===== src/rtl/i2s_apb_feeder.sv =====
`default_nettype none
// ============================================================================
// Module      : i2s_apb_feeder
// Description : APB master sequencer that streams stereo sample pairs into
//               an I2S transmitter's APB register file. Each pair is preceded
//               by a status poll; full FIFOs are re-polled after a gap. The
//               first PREFILL pairs are written before CR.I2S_ENABLE is set,
//               and the same prefill is repeated after a transmitter underrun.
// Ports       : i_clk, i_rst_n    - clock, asynchronous active-low reset
//               i_enable          - level, run (1) or drain and stop (0)
//               i_clear           - pulse, clears sticky o_underrun / o_err
//               s_valid/s_ready   - sample-pair stream handshake
//               s_left, s_right   - sample pair payload
//               m_p*              - APB master port to the I2S block
//               o_running         - local copy of CR.I2S_ENABLE
//               o_underrun, o_err - sticky status flags
//               o_pair_cnt        - number of pairs written (wrapping)
// Revision    : 1.0 - initial release
// ============================================================================
module i2s_apb_feeder #(
  parameter logic [31:0] BASE_ADDR = 32'h0000_0000,
  parameter int          PREFILL   = 2,
  parameter int          POLL_GAP  = 4
) (
  input  logic        i_clk,
  input  logic        i_rst_n,
  input  logic        i_enable,
  input  logic        i_clear,
  input  logic        s_valid,
  input  logic [31:0] s_left,
  input  logic [31:0] s_right,
  output logic        s_ready,
  output logic [31:0] m_paddr,
  output logic        m_psel,
  output logic        m_penable,
  output logic        m_pwrite,
  output logic [31:0] m_pwdata,
  input  logic [31:0] m_prdata,
  input  logic        m_pready,
  input  logic        m_pslverr,
  output logic        o_running,
  output logic        o_underrun,
  output logic        o_err,
  output logic [15:0] o_pair_cnt
);

  localparam int c_PF_W  = $clog2(PREFILL + 1);
  localparam int c_GAP_W = $clog2(POLL_GAP + 1);

  localparam logic [c_PF_W-1:0]  c_PREFILL  = c_PF_W'(PREFILL);
  localparam logic [c_GAP_W-1:0] c_GAP_LAST = c_GAP_W'(POLL_GAP - 1);

  localparam logic [31:0] c_ADDR_CR  = BASE_ADDR + 32'h0000_0000;
  localparam logic [31:0] c_ADDR_SR  = BASE_ADDR + 32'h0000_0004;
  localparam logic [31:0] c_ADDR_TXL = BASE_ADDR + 32'h0000_0008;
  localparam logic [31:0] c_ADDR_TXR = BASE_ADDR + 32'h0000_000C;

  typedef enum logic [3:0] {
    S_IDLE   = 4'd0,
    S_FETCH  = 4'd1,
    S_POLL_S = 4'd2,
    S_POLL_A = 4'd3,
    S_GAP    = 4'd4,
    S_WRL_S  = 4'd5,
    S_WRL_A  = 4'd6,
    S_WRR_S  = 4'd7,
    S_WRR_A  = 4'd8,
    S_CR_S   = 4'd9,
    S_CR_A   = 4'd10
  } state_t;

  state_t              r_state;
  logic                r_s_ready;
  logic [31:0]         r_paddr;
  logic                r_psel;
  logic                r_penable;
  logic                r_pwrite;
  logic [31:0]         r_pwdata;
  logic                r_running;
  logic                r_underrun;
  logic                r_err;
  logic [15:0]         r_pair_cnt;
  logic [31:0]         r_hold_l;
  logic [31:0]         r_hold_r;
  logic [c_PF_W-1:0]   r_prefill;
  logic [c_GAP_W-1:0]  r_gap_cnt;

  logic                w_ack;
  logic                w_set_err;
  logic                w_set_underrun;
  logic                w_full;
  logic [c_PF_W-1:0]   w_pf_next;
  logic                w_unused;

  // An access completes on the ACCESS cycle where the slave is ready.
  assign w_ack          = r_psel & r_penable & m_pready;
  assign w_set_err      = w_ack & m_pslverr;
  // The transmitter drops its own enable on underrun; tx_done while we
  // believe it is running is how that is observed.
  assign w_set_underrun = (r_state == S_POLL_A) & m_pready & r_running & m_prdata[4];
  assign w_full         = m_prdata[1] | m_prdata[3];
  assign w_pf_next      = (r_prefill == c_PREFILL) ? r_prefill : r_prefill + 1'b1;
  assign w_unused       = ^{m_prdata[31:5], m_prdata[2], m_prdata[0]};

  assign s_ready    = r_s_ready;
  assign m_paddr    = r_paddr;
  assign m_psel     = r_psel;
  assign m_penable  = r_penable;
  assign m_pwrite   = r_pwrite;
  assign m_pwdata   = r_pwdata;
  assign o_running  = r_running;
  assign o_underrun = r_underrun;
  assign o_err      = r_err;
  assign o_pair_cnt = r_pair_cnt;

  always_ff @(posedge i_clk or negedge i_rst_n) begin
    if (!i_rst_n) begin
      r_state    <= S_IDLE;
      r_s_ready  <= 1'b0;
      r_paddr    <= 32'h0;
      r_psel     <= 1'b0;
      r_penable  <= 1'b0;
      r_pwrite   <= 1'b0;
      r_pwdata   <= 32'h0;
      r_running  <= 1'b0;
      r_underrun <= 1'b0;
      r_err      <= 1'b0;
      r_pair_cnt <= 16'h0;
      r_hold_l   <= 32'h0;
      r_hold_r   <= 32'h0;
      r_prefill  <= '0;
      r_gap_cnt  <= '0;
    end else begin
      // Sticky flags: a new set event takes priority over a clear.
      if (w_set_err) begin
        r_err <= 1'b1;
      end else if (i_clear) begin
        r_err <= 1'b0;
      end
      if (w_set_underrun) begin
        r_underrun <= 1'b1;
      end else if (i_clear) begin
        r_underrun <= 1'b0;
      end

      case (r_state)
        S_IDLE: begin
          if (i_enable) begin
            r_state   <= S_FETCH;
            r_s_ready <= 1'b1;
          end
        end

        S_FETCH: begin
          if (s_valid) begin
            r_hold_l  <= s_left;
            r_hold_r  <= s_right;
            r_s_ready <= 1'b0;
            r_state   <= S_POLL_S;
            r_psel    <= 1'b1;
            r_paddr   <= c_ADDR_SR;
            r_pwrite  <= 1'b0;
            r_pwdata  <= 32'h0;
          end else if (!i_enable) begin
            r_s_ready <= 1'b0;
            if (r_running) begin
              r_state  <= S_CR_S;
              r_psel   <= 1'b1;
              r_paddr  <= c_ADDR_CR;
              r_pwrite <= 1'b1;
              r_pwdata <= 32'h0;
            end else begin
              r_state <= S_IDLE;
            end
          end
        end

        S_POLL_S: begin
          r_penable <= 1'b1;
          r_state   <= S_POLL_A;
        end

        S_POLL_A: begin
          if (m_pready) begin
            r_penable <= 1'b0;
            if (w_set_underrun) begin
              r_running <= 1'b0;
              r_prefill <= '0;
            end
            if (w_full) begin
              r_psel    <= 1'b0;
              r_gap_cnt <= '0;
              r_state   <= S_GAP;
            end else begin
              // Back-to-back transfer: psel stays high into the TXL SETUP.
              r_state  <= S_WRL_S;
              r_paddr  <= c_ADDR_TXL;
              r_pwrite <= 1'b1;
              r_pwdata <= r_hold_l;
            end
          end
        end

        S_GAP: begin
          if (r_gap_cnt == c_GAP_LAST) begin
            r_state  <= S_POLL_S;
            r_psel   <= 1'b1;
            r_paddr  <= c_ADDR_SR;
            r_pwrite <= 1'b0;
            r_pwdata <= 32'h0;
          end else begin
            r_gap_cnt <= r_gap_cnt + 1'b1;
          end
        end

        S_WRL_S: begin
          r_penable <= 1'b1;
          r_state   <= S_WRL_A;
        end

        S_WRL_A: begin
          // The pair is never split: TXR always follows TXL.
          if (m_pready) begin
            r_penable <= 1'b0;
            r_state   <= S_WRR_S;
            r_paddr   <= c_ADDR_TXR;
            r_pwdata  <= r_hold_r;
          end
        end

        S_WRR_S: begin
          r_penable <= 1'b1;
          r_state   <= S_WRR_A;
        end

        S_WRR_A: begin
          if (m_pready) begin
            r_penable  <= 1'b0;
            r_pair_cnt <= r_pair_cnt + 16'd1;
            r_prefill  <= w_pf_next;
            if (!r_running && (w_pf_next == c_PREFILL) && i_enable) begin
              r_state  <= S_CR_S;
              r_paddr  <= c_ADDR_CR;
              r_pwrite <= 1'b1;
              r_pwdata <= 32'h1;
            end else begin
              r_psel    <= 1'b0;
              r_state   <= S_FETCH;
              r_s_ready <= 1'b1;
            end
          end
        end

        S_CR_S: begin
          r_penable <= 1'b1;
          r_state   <= S_CR_A;
        end

        S_CR_A: begin
          if (m_pready) begin
            r_psel    <= 1'b0;
            r_penable <= 1'b0;
            r_running <= r_pwdata[0];
            if (r_pwdata[0]) begin
              r_state   <= S_FETCH;
              r_s_ready <= 1'b1;
            end else begin
              r_state <= S_IDLE;
            end
          end
        end

        default: begin
          r_state   <= S_IDLE;
          r_psel    <= 1'b0;
          r_penable <= 1'b0;
          r_s_ready <= 1'b0;
        end
      endcase
    end
  end

endmodule
`default_nettype wire


===== config.mk =====
export PLATFORM = sky130hd
export DESIGN_NAME = i2s_apb_feeder
export DESIGN_NICKNAME = d
export VERILOG_FILES = /design/src/rtl/i2s_apb_feeder.sv
export SDC_FILE = /design/constraint.sdc
export NUM_CORES = 1
export LEC_CHECK = 0
export ABC_AREA = 1
export CAP_MARGIN = 10
export CORE_UTILIZATION = 52
export DETAILED_ROUTE_END_ITERATION = 10
export PLACE_DENSITY = 0.85
export SLEW_MARGIN = 25
export SYNTH_ARGS = -nofsm -noshare
export SYNTH_HDL_FRONTEND = slang
export SYNTH_SLANG_ARGS = --single-unit
export TNS_END_PERCENT = 5

===== constraint.sdc =====
create_clock -name i_clk -period 2.6 [get_ports i_clk]
set_clock_uncertainty 0.05 [all_clocks]
set_input_delay 0.39 -clock i_clk [delete_from_list [all_inputs] [get_ports i_clk]]
set_output_delay 0.39 -clock i_clk [all_outputs]
set_load 0.02 [all_outputs]

# Word level (Yosys, flattened, before mapping)
# Cells that the tools add are included.
# totals
elab_cells,157
out_inout_bits,87
ff_bits,160
input_bits,103
# op_classes
n_addsub,3
bitwise_logic,10
n_mux,73
eq_ne,29
n_reduce_logical,27
# ops
cell,n
$mux W32,16
$pmux W32 S5,2
$pmux W4 S11,1
$mux W4,10
$mux W1,30
$ne A2 B2 Y1 const B,13
$reduce_and A9 Y1,2
$add A16 B1 Y16 const B,1
$eq A4 B3 Y1 const B,4
$reduce_and A7 Y1,2
$eq A4 B4 Y1 const B,3
$reduce_and A4 Y1,3
$reduce_bool A2 Y1,5
$mux W3,3
$eq A4 B2 Y1 const B,2
$mux W2,4
$reduce_and A8 Y1,1
$reduce_or A4 Y1,2
$reduce_or A7 Y1,1
$and A1 B1 Y1,6
$ne A3 B3 Y1 const B,2
$pmux W1 S6,1
$pmux W3 S2,1
$reduce_and A2 Y1,3
20 further kinds,24

# Longest topological paths before layout
# depth
depth_word,8
ltp_mapped,11
depth_no_buf,10

# Worst setup path before layout
# No wires, ideal clock.
# synth_timing
path_type,register to register
from,register r_state[0]
to,"register r_pwdata[0], in the netlist m_pwdata[0]"
path_stages_with_launch,11
synth_period_minus_slack_ns,1.611
path_buffers,2
path_slack_ns,0.989
required_ns,2.433
arrival_time_ns,1.443
setup_time_ns,0.117
cell_sequence,dfrtp_1 -> buf_4 -> nand2_1 -> inv_1 -> nand3_1 -> nand2_1 -> nor2_2 -> nand3_4 -> buf_6 -> nand2_1 -> nand2_1
# synth_between
elab_chain_len,3
word_cells_on_any_way,16
classes_between,13 x eq/ne; 1 x mux; 2 x reduce/logical
# synth_lines
item,line,rtl
"start, declared",72,state_t r_state;
"start signal, assigned",118,r_state <= S_IDLE;
"start signal, assigned",149,r_state <= S_FETCH;
"start signal, assigned",159,r_state <= S_POLL_S;
$eq A4 B1 Y1 (tied with other cells),146,case (r_state)
$ne A3 B3 Y1 (no source line) (tied with other cells),--,
$reduce_and A9 Y1 (no source line),--,
"end signal, assigned",199,r_pwdata <= r_hold_l;
"end signal, assigned",227,r_pwdata <= r_hold_r;
"end, declared",78,logic [31:0] r_pwdata;
# Parallel ways exist; a longest one is shown, timed or not.
# A chain may end at the register's enable or synchronous reset.

# Worst setup path in the final report
# layout_timing
from,register r_state[0]
to,"register r_pwdata[3], in the netlist m_pwdata[3]"
# The elaborated chain is that of the path after synthesis.

==> run_results.csv <==
group,metric,value,unit
status,status,"finished clean",
cells_and_area,design_area,8440,sq um
sta,max_slew.worst_pin.slew,0.580,ns
detailed_routing,drc,0,
global_route,grt_usage,27.0,%
global_route,grt_overflow,0,
power,vdd_drop_max,0.000658,V
power,p_per_area,1160,nW/um^2
sta,tns,0,ns
critical_path,worstReg2RegEnd,"m_pwdata[3]$_DFFE_PN0P_",
synth,synth_edf_count,0,
placed_design,place.gp.congestion,0.905,
critical_path,path_depth,9,
critical_path,worstRegToRegCells,9,
detailed_routing,dr.first_iter.drc_count,561,
clock_network,clk_pin_slew,0.06,ns
clock_network,cts.sinks,130,
clock_network,clk_latency,0.42,ns
detailed_routing,drtAntennaViolNets,0,
synth,synthArstFlopShare,100,%
synth,synth_cell_types,29,
synth,synth_seq_cells,130,
floorplanning,rows,40,
detailed_routing,route.met3.wl,923,microns
floorplanning,die_area,12900,sq um
critical_path,endpoint,"m_pwdata[3]$_DFFE_PN0P_",
detailed_routing,met2_length,7.70,mm
floorplanning,io_pins,190,
clock_network,ctsHoldBuffers,1,
synth,ys_seq_area_share,50.3,%
critical_path,critPathTopFamily,"simple AND/OR/NAND/NOR gates",
sta,hold_viol,0,
detailed_routing,met1Wirelength,7.09,mm
critical_path,worstSetupStartpointType,"flip-flop",
detailed_routing,first_pass_iters,5,
sta,slew_violations,0,
clock_network,cts_root_buf,"clkbuf_16",
sta,grt_setup_unrepaired,"no",
floorplanning,dieHeight,114,microns
cells_and_area,fin_cells,1159,
clock_network,cts_tree,"done",
synth,synth_largest_area_cell,"dfrtp_1",
global_route,grt_max_degree,67,
floorplanning,design.core.area,12100,sq um
critical_path,regToRegSetupSlack,0.44,ns
placed_design,dpl.hpwl,10.9,mm
critical_path,r2r_start,"r_state[0]$_DFFE_PN0P_",
synth,synthFlopType,"dfrtp_1",
critical_path,crit_path_end_kind,"flip-flop",
sta,max-slew-margin-rel,61.3,%
detailed_routing,routed_wl,16.1,mm
placed_design,place_area,7820,sq um
clock_network,cts_max_level,4,
synth,netlist_area,6470,sq um
critical_path,startpoint,"r_state[0]$_DFFE_PN0P_",
floorplanning,start_util,53.6,%
cells_and_area,area_delta_synth_final,30.6,%
sta,timing.fmax,463,MHz
synth,ys_warn_count,0,
synth,syn_avg_cell_area,7.60,sq um
cells_and_area,final_nets,1086,
clock_network,post-cts-setup-buffer-count,0,
global_route,antenna_found_initial,0,
sta,holdWs,0.418,ns
critical_path,max_stage_delay,0.48,ns
detailed_routing,wl_per_cell,13.9,microns
detailed_routing,vias_per_cell,5.02,
flow_run,drv_cap,0,
critical_path,worst_path_max_delay_cell,"dfrtp_1",
critical_path,worstPathCellList,"inv_2 -> nor2_1 -> nand2_1 -> nand2_2 -> inv_2 -> nand2_4 -> nand3_4 -> nand2_1 -> nand2_1",
power,leakagePower,4.42,nW
clock_network,clk_path_buf_depth,2,
hold_path,min_from,"r_hold_l[3]$_DFFE_PN0P_",
sta,setup_viol,0,
global_route,grt_pass1_vias,5585,
sta,layout_worst_path_cycle_share,83.1,%
critical_path,crit_fanout,34,
clock_network,cts.repair.resized,0,
detailed_routing,dr.max_layer_used,"met4",
clock_network,cts_made_buffers,17,
critical_path,critPathMostFrequentCell,"nand2_1",
hold_path,hp-class,"flip-flop to flip-flop",
synth,yosysTopAreaCellShare,50.3,%
cells_and_area,final_layout_size_suffix_gt1_share,6.46,%
critical_path,worst_ep_arrival_time,2.41,ns
synth,synth.area.top_cells,"dfrtp_1 50%, nand2_1 26%, nand4_1 4.5%, buf_4 4.1%, nor2_1 2.1%",
cells_and_area,num_antenna_cells,0,
critical_path,cp.required,2.85,ns
placed_design,portBuffers,130,
detailed_routing,vias,5823,
floorplanning,die_x,114,microns
synth,synthCells,851,
global_route,grt_pass1_wl,26.9,mm
sta,post-route-min-period,2.16,ns
placed_design,placed_cells,1127,
critical_path,worst-path-buf-inv,2,
critical_path,crit_type,"flip-flop to flip-flop",
cells by family (layout without fill, tap and decap cells):
| kind of cell | after synthesis | after routing | share of synthesized area (%) |
|---|---|---|---|
| AO/OA/AOI/OAI | 26 | 26 | 2.07 |
| XOR/XNOR | 7 | 7 | 0.948 |
| adder cells (fa/ha/maj) | 4 | 4 | 0.774 |
| buffers and inverters | 105 | 216 | 8.80 |
| flip-flops | 130 | 130 | 50.3 |
| other | 1 | 30 | 0.0580 |
| AND/OR/NAND/NOR | 578 | 578 | 37.0 |
how the worst min path moves through the flow:
stage                                      end  slack, ns  cells after the start
floorplan               m_paddr[2]$_DFFE_PN0P_       0.04                      0
global placement     o_pair_cnt[7]$_DFFE_PN0P_       0.31                      1
detailed placement  o_pair_cnt[10]$_DFFE_PN0P_       0.32                      1
CTS                   m_pwdata[31]$_DFFE_PN0P_       0.42                      2
global route          r_hold_l[21]$_DFFE_PN0P_       0.43                      2
finish                 r_hold_l[3]$_DFFE_PN0P_       0.42                      2
metrics by stage:
stage	setup slack [ns]	power (mW)	utilization (%)
final	0.439	9.81	70.0
after global placement	0.267	7.22	64.8
after CTS	0.449	9.84	70.0
after global routing	0.238	10.5	70.0
after floorplan	0.989	6.00	-
after detailed placement	0.275	7.30	64.8
where the power goes:
group	switching [mW]	total, mW	internal (mW)
Clock	0.901	2.49	1.59
Sequential	0.494	3.30	2.80
Combinational	2.63	4.02	1.39
synth_stat cells, types with 3 or more instances:
cell      number
nor3_1         4
buf_6          3
dfrtp_1      130
buf_2         17
inv_1         36
clkbuf_1       8
nand3_1       26
o21ai_0       18
nor2_2         7
buf_4         35
ha_1           4
nor2_1        37
xnor2_1        6
a21oi_1        4
nand4_1       46
nand2_1      449
inv_2          6
placed cells by master (no fill, tap or decap), drive strengths merged, types with 2 or more instances in the layout:
master / netlist / final
nand4: 46 / 46
nor3: 5 / 5
o21ai: 20 / 20
ha: 4 / 4
clkbuf: 8 / 21
buf: 55 / 13
nand3b: 2 / 2
nand2: 451 / 451
nand3: 27 / 27
dfrtp: 130 / 130
inv: 42 / 45
xnor2: 6 / 6
nor2: 46 / 46
conb: 1 / 30
a21oi: 4 / 4
bufinv: 0 / 3
clkdlybuf4s50: 0 / 129
clkinv: 0 / 4
sequential cells by signal, indices dropped and copies added, names as in the netlist:
register,flops
m_pwdata,32
r_hold_l,32
r_hold_r,32
o_pair_cnt,16
r_state,4
r_gap_cnt,3
m_paddr,2
r_prefill,2
m_penable,1
m_psel,1
m_pwrite,1
o_err,1
o_running,1
o_underrun,1
s_ready,1
worst min-delay path, cell delays in order (launching register included):
cell and delay, ns:
dfrtp_1 0.34, nand2_1 0.06, nand2_1 0.04
cell type report:
cell class              count  area, sq um
clock buffers              21          470
multi-input cells         645         2770
flip-flops and latches    130         3250
clock inverters            10          148
inverters                  42          158
well taps                 168          210
fillers                   995         3620
repair buffers            143         1440
per-layer routing:
layer  track usage (%)  vias up
met3              4.52       28
li1                  -     2868
met2              43.8      207
met5                 0        -
met1              35.5     2720
met4              12.5        0
Note: power is estimated with default switching activity, not from simulation.
